File: src/rtl/fetch_pc_unit_if.sv
// Fetch-stage bus between the PC unit and its environment: control inputs
// from execute/hazard logic, ROM address and IF/ID status outputs.
interface fetch_pc_unit_if #(
  parameter int unsigned ADDR_W = 8
);
  logic              hazard;
  logic              branch_taken;
  logic [ADDR_W-1:0] branch_target;
  logic [ADDR_W-1:0] mem_address;
  logic [ADDR_W-1:0] fetch_pc;
  logic              fetch_valid;
  logic              halted;
  logic [15:0]       fetch_count;
  logic [15:0]       stall_count;

  modport master (
    output hazard, branch_taken, branch_target,
    input  mem_address, fetch_pc, fetch_valid, halted, fetch_count, stall_count
  );

  modport slave (
    input  hazard, branch_taken, branch_target,
    output mem_address, fetch_pc, fetch_valid, halted, fetch_count, stall_count
  );
endinterface

File: src/rtl/fetch_pc_unit.sv
// Program counter / fetch control in front of the instruction ROM.
// Optional performance counters are built when FETCH_PERF_CNT_EN is defined.
module fetch_pc_unit #(
  parameter int unsigned       ADDR_W   = 8,
  parameter logic [ADDR_W-1:0] RESET_PC = '0,
  parameter logic [ADDR_W-1:0] PC_LAST  = {ADDR_W{1'b1}}
) (
  input logic            clk,
  input logic            rst,
  fetch_pc_unit_if.slave fetch_if
);

  typedef enum logic [0:0] {
    ST_RUN  = 1'b0,
    ST_HALT = 1'b1
  } state_e;

  state_e            state_q, state_d;
  logic [ADDR_W-1:0] mem_address_q, mem_address_d;
  logic [ADDR_W-1:0] fetch_pc_q, fetch_pc_d;
  logic              fetch_valid_q, fetch_valid_d;
  logic              halted_q, halted_d;

  // Next-state logic; priority is branch, then hazard, then normal advance.
  always_comb begin
    state_d       = state_q;
    mem_address_d = mem_address_q;
    fetch_pc_d    = fetch_pc_q;
    fetch_valid_d = fetch_valid_q;
    halted_d      = halted_q;
    if (fetch_if.branch_taken) begin
      // ROM still latches a word on this edge; it is wrong-path, so squash it.
      mem_address_d = fetch_if.branch_target;
      fetch_pc_d    = mem_address_q;
      fetch_valid_d = 1'b0;
      state_d       = ST_RUN;
      halted_d      = 1'b0;
    end else if (fetch_if.hazard) begin
      state_d = state_q;
    end else begin
      fetch_pc_d = mem_address_q;
      case (state_q)
        ST_RUN: begin
          fetch_valid_d = 1'b1;
          if (mem_address_q == PC_LAST) begin
            state_d  = ST_HALT;
            halted_d = 1'b1;
          end else begin
            mem_address_d = mem_address_q + ADDR_W'(1);
          end
        end
        ST_HALT: begin
          fetch_valid_d = 1'b0;
          halted_d      = 1'b1;
        end
        default: begin
          state_d       = ST_RUN;
          mem_address_d = RESET_PC;
          fetch_valid_d = 1'b0;
          halted_d      = 1'b0;
        end
      endcase
    end
  end

  // State and output registers.
  always_ff @(posedge clk or negedge rst) begin
    if (!rst) begin
      state_q       <= ST_RUN;
      mem_address_q <= RESET_PC;
      fetch_pc_q    <= '0;
      fetch_valid_q <= 1'b0;
      halted_q      <= 1'b0;
    end else begin
      state_q       <= state_d;
      mem_address_q <= mem_address_d;
      fetch_pc_q    <= fetch_pc_d;
      fetch_valid_q <= fetch_valid_d;
      halted_q      <= halted_d;
    end
  end

  assign fetch_if.mem_address = mem_address_q;
  assign fetch_if.fetch_pc    = fetch_pc_q;
  assign fetch_if.fetch_valid = fetch_valid_q;
  assign fetch_if.halted      = halted_q;

`ifdef FETCH_PERF_CNT_EN
  logic        fetch_evt_s, stall_evt_s;
  logic [15:0] fetch_count_q, stall_count_q;

  assign fetch_evt_s = !fetch_if.branch_taken && !fetch_if.hazard && (state_q == ST_RUN);
  assign stall_evt_s = !fetch_if.branch_taken &&  fetch_if.hazard && (state_q == ST_RUN);

  // Saturating event counters, cleared only by reset.
  always_ff @(posedge clk or negedge rst) begin
    if (!rst) begin
      fetch_count_q <= 16'd0;
      stall_count_q <= 16'd0;
    end else begin
      if (fetch_evt_s && (fetch_count_q != 16'hFFFF)) begin
        fetch_count_q <= fetch_count_q + 16'd1;
      end
      if (stall_evt_s && (stall_count_q != 16'hFFFF)) begin
        stall_count_q <= stall_count_q + 16'd1;
      end
    end
  end

  assign fetch_if.fetch_count = fetch_count_q;
  assign fetch_if.stall_count = stall_count_q;
`else
  assign fetch_if.fetch_count = 16'd0;
  assign fetch_if.stall_count = 16'd0;
`endif

endmodule

File: src/flat_wrapper.sv
// flat-port wrapper written by rule: the top's interface ports become plain ports
module fetch_pc_unit_flat 
#(
  parameter int unsigned       ADDR_W   = 8,
  parameter logic [ADDR_W-1:0] RESET_PC = '0,
  parameter logic [ADDR_W-1:0] PC_LAST  = {ADDR_W{1'b1}}
)
  (clk, rst, fetch_if_hazard, fetch_if_branch_taken, fetch_if_branch_target, fetch_if_mem_address, fetch_if_fetch_pc, fetch_if_fetch_valid, fetch_if_halted, fetch_if_fetch_count, fetch_if_stall_count);
  fetch_pc_unit_if #(.ADDR_W(ADDR_W)) fetch_if_i ();
  input logic clk;
  input logic rst;
  input wire logic [$bits(fetch_if_i.hazard)-1:0] fetch_if_hazard;
  input wire logic [$bits(fetch_if_i.branch_taken)-1:0] fetch_if_branch_taken;
  input wire logic [$bits(fetch_if_i.branch_target)-1:0] fetch_if_branch_target;
  output wire logic [$bits(fetch_if_i.mem_address)-1:0] fetch_if_mem_address;
  output wire logic [$bits(fetch_if_i.fetch_pc)-1:0] fetch_if_fetch_pc;
  output wire logic [$bits(fetch_if_i.fetch_valid)-1:0] fetch_if_fetch_valid;
  output wire logic [$bits(fetch_if_i.halted)-1:0] fetch_if_halted;
  output wire logic [$bits(fetch_if_i.fetch_count)-1:0] fetch_if_fetch_count;
  output wire logic [$bits(fetch_if_i.stall_count)-1:0] fetch_if_stall_count;
  assign fetch_if_i.hazard = fetch_if_hazard;
  assign fetch_if_i.branch_taken = fetch_if_branch_taken;
  assign fetch_if_i.branch_target = fetch_if_branch_target;
  assign fetch_if_mem_address = fetch_if_i.mem_address;
  assign fetch_if_fetch_pc = fetch_if_i.fetch_pc;
  assign fetch_if_fetch_valid = fetch_if_i.fetch_valid;
  assign fetch_if_halted = fetch_if_i.halted;
  assign fetch_if_fetch_count = fetch_if_i.fetch_count;
  assign fetch_if_stall_count = fetch_if_i.stall_count;
  fetch_pc_unit #(.ADDR_W(ADDR_W), .RESET_PC(RESET_PC), .PC_LAST(PC_LAST)) u_core (.clk(clk), .rst(rst), .fetch_if(fetch_if_i));
endmodule
File: config.mk
export PLATFORM = sky130hd
export DESIGN_NAME = fetch_pc_unit_flat
export DESIGN_NICKNAME = d
export VERILOG_FILES = /design/src/rtl/fetch_pc_unit_if.sv /design/src/rtl/fetch_pc_unit.sv /design/src/flat_wrapper.sv
export SDC_FILE = /design/constraint.sdc
export NUM_CORES = 1
export LEC_CHECK = 0
export ABC_AREA = 1
export ABC_CLOCK_PERIOD_IN_PS = 2900
export CAP_MARGIN = 5
export CORE_MARGIN = 2
export CORE_UTILIZATION = 43
export CTS_BUF_LIST = sky130_fd_sc_hd__clkbuf_8 sky130_fd_sc_hd__clkbuf_16
export CTS_CLUSTER_DIAMETER = 60
export DETAILED_ROUTE_END_ITERATION = 8
export PLACE_DENSITY = 0.95
export SLEW_MARGIN = 20
export SYNTH_ARGS = -nofsm -noshare
export SYNTH_HDL_FRONTEND = slang
export SYNTH_SLANG_ARGS = --single-unit
File: constraint.sdc
create_clock -name clk -period 2.9 [get_ports clk]
set_clock_uncertainty 0.2 [all_clocks]
set_input_delay 0.87 -clock clk [delete_from_list [all_inputs] [get_ports clk]]
set_output_delay 0.87 -clock clk [all_outputs]
set_load 0.01 [all_outputs]
==> results of run 1 <==
[metrics by stage]
step	util [%]	worst slack [ns]	power, W	cells
2_1_floorplan	-	1.12	0.000477	194
3_3_place_gp	52.7	0.602	0.000551	222
3_5_place_dp	52.7	0.565	0.000555	222
4_1_cts	54.4	0.532	0.000733	226
5_1_grt	54.4	0.486	0.000772	226
6_report	54.4	0.532	0.000729	226
[state kept, by name (all words and copies together) (netlist names)]
signal                       cells
u_core.fetch_if.fetch_pc         8
u_core.fetch_if.halted           1
u_core.fetch_if.fetch_valid      1
u_core.fetch_if.mem_address      8
u_core.state_q                   1
[layer usage]
metal	GRT usage (%)	vias to the layer above	wire length, microns
met4	9.97	0	63
li1	-	508	-
met1	20.6	433	910
met5	0	-	0
met3	3.13	5	215
met2	22.2	57	1050
[synthesized netlist by cell type]
cell      instances
conb_1            1
nand3_2           1
a21boi_0          1
nand2_1          54
o21ai_2           5
o21ai_0          13
dfrtp_1          19
clkbuf_1          2
ha_1              1
inv_1             9
nand3b_1          1
inv_2             1
buf_6             1
nand2_2           4
buf_2             1
nor2_4            1
nand3_1           7
nor2_2            1
nor2_1            7
xnor2_1           1
buf_4            32
[area by class of cell]
class,count,area (sq um),share of cell area (%)
repair buffers,33,320,21.4
well taps,31,38.8,2.59
clock inverters,1,3.75,0.250
multi-input cells,129,582,38.8
flip-flops and latches,19,475,31.7
inverters,10,37.5,2.50
clock buffers,3,41.3,2.75
[layout by cell type (no fill, tap or decap), drive strengths merged]
| cell type | n |
|---|---|
| clkdlybuf4s50 | 29 |
| nand3 | 8 |
| inv | 11 |
| a21boi | 1 |
| o21ai | 18 |
| nand3b | 1 |
| buf | 4 |
| nand2 | 58 |
| ha | 1 |
| clkbuf | 3 |
| conb | 32 |
| xnor2 | 1 |
| nor2 | 9 |
| dfrtp | 19 |
[tightest hold or removal path, stage by stage (launching register included)]
cell	delay [ns]
dfrtp_1	0.35
nand2_1	0.05
nand2_1	0.04
[report_power, final]
| group | switching [W] | total, W | internal [W] |
|---|---|---|---|
| logic | 0.000114 | 0.000219 | 0.000106 |
| clock network | 0.0000847 | 0.000179 | 0.0000942 |
| registers | 0.0000317 | 0.000330 | 0.000299 |
| total | 0.000230 | 0.000729 | 0.000499 |
[logic make-up (layout without fill, tap and decap cells)]
kind of cell	count (synthesis)	count (layout)	synth area share (%)
and+or+nand+nor	76	76	26.1
buffers and inverters	46	47	24.3
AOI/OAI and AO/OA	19	19	9.37
DFF	19	19	38.3
adders and majority gates	1	1	1.01
other	1	32	0.302
xor gates and xnor gates	1	1	0.705
[path summary, 6_finish.rpt]
kind	to	slack, ns	depth (start not counted)
worst max-delay path	fetch_if_mem_address[5]	0.53	1
worst min-delay path	u_core.fetch_if.fetch_valid$_DFFE_PN0P_	0.28	2
worst max register to register	u_core.fetch_if.mem_address[6]$_DFFE_PN0P_	1.15	9
worst min register to register	u_core.fetch_if.fetch_valid$_DFFE_PN0P_	0.28	2
max in group asynchronous	u_core.fetch_if.fetch_valid$_DFFE_PN0P_	1.57	2
min in group asynchronous	u_core.fetch_if.mem_address[1]$_DFFE_PN0P_	0.73	2
==> results.py, run 1 <==
metrics = {
    "layout": {
        "design_area_sq_um": 1500,
        "fill_cells": 258,
        "fin_nets": 209,
        "area_growth_pct": 20.6,
        "drive_above_1_share_pct": 10.3,
        "antenna_cells": 0,
    },
    "setup_path": {
        "end_kind": "output pin",
        "cp_top_family": "buffers and inverters",
        "cp_max_fo": 7,
        "rr_startpoint": "u_core.fetch_if.mem_address[1]$_DFFE_PN0P_",
        "cp_num_buf_inv": 1,
        "slowest_stage": "clkdlybuf4s50_1",
        "cp.arrival_ns": 1.30,
        "max_stage_delay_ns": 0.58,
        "path_cells": "clkdlybuf4s50_1",
        "startpoint_type": "flip-flop",
        "worstSetupPathType": "reg2out",
        "cp.required_ns": 1.83,
        "startpoint": "u_core.fetch_if.mem_address[5]$_DFFE_PN0P_",
    },
    "clock_network": {
        "clk_path_buf_depth": 2,
        "cts_buffers": 3,
        "path_clk_slew_ns": 0.07,
        "clock-sinks": 19,
        "h-tree-depth": 1,
        "clk_latency_ns": 0.26,
        "hold_buffers": 0,
        "cts_root_buf": "clkbuf_8",
        "tritoncts": "built",
        "ctsResizeCount": 0,
        "postCtsSetupBuffers": 0,
    },
    "power_and_ir_drop": {
        "vdd_drop_max_v": 0.000296,
        "power_per_cell_area_nw_per_um2": 486,
        "p_leak_nw": 0.759,
    },
    "global_routing": {
        "grt_pass1_wl_microns": 3840,
        "grtUsageTotal_pct": 15.3,
        "antenna_found_initial": 0,
        "overflow": 0,
        "grt_max_degree": 20,
        "grt_pass1_vias": 832,
    },
    "routing": {
        "wirelength_microns": 2240,
        "drt_iter0_markers": 17,
        "vias": 1003,
        "drtAntennaViolNets": 0,
        "vias_per_cell": 4.44,
        "drt-pass1-iter-count": 4,
        "route.detailed.drc": 0,
        "wl_per_cell_microns": 9.89,
    },
    "timing": {
        "drv_slew": 0,
        "fin_tns_setup_ns": 0,
        "period_minus_slack_ns": 2.37,
        "fin_crit_sh_pct": 81.7,
        "setup_viol": 0,
        "holdWs_ns": 0.276,
        "finalHoldViolations": 0,
        "rsz0062_at_grt": "no",
        "clock.fmax_ghz": 0.422,
    },
    "min_path": {
        "holdCritStartpoint": "u_core.fetch_if.fetch_valid$_DFFE_PN0P_",
        "min_path_type": "reg2reg",
    },
    "synthesis": {
        "yosysWarnings": 0,
        "synth_area_sq_um": 1240,
        "synth_seq_cells": 19,
        "synth_seq_area_share_pct": 38.3,
        "synthCells": 163,
        "synth_area_leaders": "dfrtp_1 38%, buf_4 19%, nand2_1 16%, o21ai_0 5.2%, o21ai_2 3.5%",
        "synth_top_area_share_pct": 38.3,
        "synthDistinctLibCells": 21,
        "yosysTopAreaCell": "dfrtp_1",
        "synth_area_per_cell_sq_um": 7.62,
    },
    "floorplan": {
        "coreArea_sq_um": 2760,
        "num_rows": 19,
        "num_io_pins": 62,
        "die_h_microns": 57.8,
        "dieArea_sq_um": 3340,
        "die_w_microns": 57.8,
        "start_util_pct": 45.1,
    },
    "flow_run": {
        "max-cap-violations": 0,
    },
    "outcome": {
        "status": "complete, no violations",
    },
    "placed_design": {
        "gp_congestion": 0.858,
        "io_buffers": 29,
        "hpwl_microns": 1780,
        "dpl_cell_area_sq_um": 1450,
    },
}
Note: power is estimated with default switching activity, not from simulation.
==> run 2, diff against run 1 <==
--- a/config.mk
+++ b/config.mk
@@ -6,14 +6,14 @@
 export NUM_CORES = 1
 export LEC_CHECK = 0
 export ABC_AREA = 1
-export ABC_CLOCK_PERIOD_IN_PS = 2900
+export ABC_CLOCK_PERIOD_IN_PS = 2070
 export CAP_MARGIN = 5
 export CORE_MARGIN = 2
-export CORE_UTILIZATION = 43
+export CORE_UTILIZATION = 36
 export CTS_BUF_LIST = sky130_fd_sc_hd__clkbuf_8 sky130_fd_sc_hd__clkbuf_16
 export CTS_CLUSTER_DIAMETER = 60
 export DETAILED_ROUTE_END_ITERATION = 8
-export PLACE_DENSITY = 0.95
+export PLACE_DENSITY = 0.86
 export SLEW_MARGIN = 20
 export SYNTH_ARGS = -nofsm -noshare
 export SYNTH_HDL_FRONTEND = slang
==> constraint.sdc (replaced) <==
create_clock -name clk -period 2.07 [get_ports clk]
set_clock_uncertainty 0.2 [all_clocks]
set_input_delay 0.621 -clock clk [delete_from_list [all_inputs] [get_ports clk]]
set_output_delay 0.621 -clock clk [all_outputs]
set_load 0.01 [all_outputs]
==> results.py, run 2 (synthesis gave the netlist of run 1 again) <==
metrics = {
    "global_routing": {
        "overflow": 0,
        "grt_max_degree": 20,
        "grt_pass1_wl_microns": 4110,
        "antenna_found_initial": 0,
        "grtUsageTotal_pct": 13.3,
        "grt_pass1_vias": 915,
    },
    "setup_path": {
        "cp_max_fo": 3,
        "slowest_stage": "clkdlybuf4s50_1",
        "max_stage_delay_ns": 0.55,
        "rr_startpoint": "u_core.fetch_if.mem_address[0]$_DFFE_PN0P_",
        "crit_cells": 1,
        "end_kind": "output pin",
        "cp_top_family": "buffers and inverters",
        "rr_worst_depth": 10,
        "worstSetupPathType": "reg2out",
        "r2r-end": "u_core.fetch_if.mem_address[5]$_DFFE_PN0P_",
        "startpoint": "u_core.fetch_if.mem_address[4]$_DFFE_PN0P_",
        "path_cells": "clkdlybuf4s50_1",
        "endpoint": "fetch_if_mem_address[4]",
        "cp.required_ns": 1.25,
        "cp_num_buf_inv": 1,
        "cp.arrival_ns": 1.20,
        "ff2ff_setup_slack_ns": 0.35,
        "startpoint_type": "flip-flop",
    },
    "timing": {
        "fin_crit_sh_pct": 97.8,
        "clock.fmax_ghz": 0.494,
        "finalHoldViolations": 0,
        "fin_tns_setup_ns": 0,
        "drv_slew": 0,
        "setup_viol": 0,
        "rsz0062_at_grt": "no",
        "period_minus_slack_ns": 2.03,
    },
    "clock_network": {
        "clock-sinks": 19,
        "cts_buffers": 3,
        "path_clk_slew_ns": 0.07,
        "h-tree-depth": 1,
        "hold_buffers": 0,
        "clk_path_buf_depth": 2,
        "tritoncts": "built",
        "cts_root_buf": "clkbuf_8",
        "clk_latency_ns": 0.26,
    },
    "layout": {
        "seqCellArea_sq_um": 477,
        "final_common_cell": "nand2_1",
        "area_growth_pct": 27.9,
        "antenna_cells": 0,
        "multi_input_area_sq_um": 582,
        "final_cell_mix": "54 x nand2_1, 32 x conb_1, 26 x clkdlybuf4s50_1",
        "fill_cells": 335,
        "design_area_sq_um": 1590,
        "drive_above_1_share_pct": 14.4,
        "fin_util_pct": 47.6,
        "fin_nets": 216,
    },
    "min_path": {
        "min_path_type": "reg2reg",
        "holdCritStartpoint": "u_core.fetch_if.fetch_valid$_DFFE_PN0P_",
    },
    "placed_design": {
        "dpl_cell_area_sq_um": 1520,
        "io_buffers": 29,
        "gp_congestion": 0.907,
        "hpwl_microns": 1950,
    },
    "floorplan": {
        "coreArea_sq_um": 3340,
        "num_rows": 21,
        "start_util_pct": 37.2,
        "die_w_microns": 62.7,
        "num_io_pins": 62,
        "die_h_microns": 62.7,
        "dieArea_sq_um": 3940,
    },
    "routing": {
        "vias": 1032,
        "wl_per_cell_microns": 10.0,
        "drt-pass1-iter-count": 4,
        "drtAntennaViolNets": 0,
        "wirelength_microns": 2490,
        "route.detailed.drc": 0,
        "drt_iter0_markers": 30,
        "vias_per_cell": 4.16,
    },
    "power_and_ir_drop": {
        "p_leak_nw": 0.823,
        "power_per_cell_area_nw_per_um2": 665,
        "vdd_drop_max_v": 0.000214,
    },
    "flow_run": {
        "max-cap-violations": 0,
    },
    "outcome": {
        "status": "complete, no violations",
    },
}
-- run 2: how the worst min path moves through the flow --
stage                                                          to  slack (ns)  cells after the start
final                     u_core.fetch_if.fetch_valid$_DFFE_PN0P_        0.29                      2
after global routing      u_core.fetch_if.fetch_valid$_DFFE_PN0P_        0.30                      2
after CTS                 u_core.fetch_if.fetch_valid$_DFFE_PN0P_        0.29                      2
after detailed placement  u_core.fetch_if.fetch_valid$_DFFE_PN0P_        0.27                      2
after global placement    u_core.fetch_if.fetch_valid$_DFFE_PN0P_        0.26                      2
after floorplan           u_core.fetch_if.fetch_pc[0]$_DFFE_PN0P_        0.13                      0
-- run 2: final cells by class --
cell class / count / area share (%)
Multi-Input combinational cell: 129 / 36.6
Clock inverter: 1 / 0.315
Inverter: 10 / 2.36
Clock buffer: 3 / 2.60
Tap cell: 46 / 3.62
Timing Repair Buffer: 40 / 24.5
Sequential cell: 19 / 30.0
-- run 2: per-stage QoR --
stage	cells	total power (W)	setup slack (ns)	hold WS, ns
global placement	241	0.000784	0.0292	0.258
global route	248	0.00112	0.00356	0.302
detailed placement	241	0.000793	0.0188	0.274
floorplan	194	0.000669	0.457	0.125
finish	248	0.00106	0.0446	0.285
CTS	246	0.00106	0.0120	0.291
-- run 2: power breakdown --
part | switching (W) | internal [W]
Combinational | 0.000175 | 0.000164
Clock | 0.000128 | 0.000134
Sequential | 0.0000365 | 0.000419
-- run 2: metal layers --
metal,global-route usage [%],vias up,part of all wire [%]
met2,21.4,48,47
li1,-,520,-
met3,2.34,8,6.8
met5,0,-,0
met4,6.39,0,2.7
met1,17.3,456,43
-- run 2: repair_timing --
item,in CTS,in global routing
hold endpoints to repair,0,0
gates resized for setup,2,2
endpoints found under the setup margin,2,4
buffers inserted,1,2
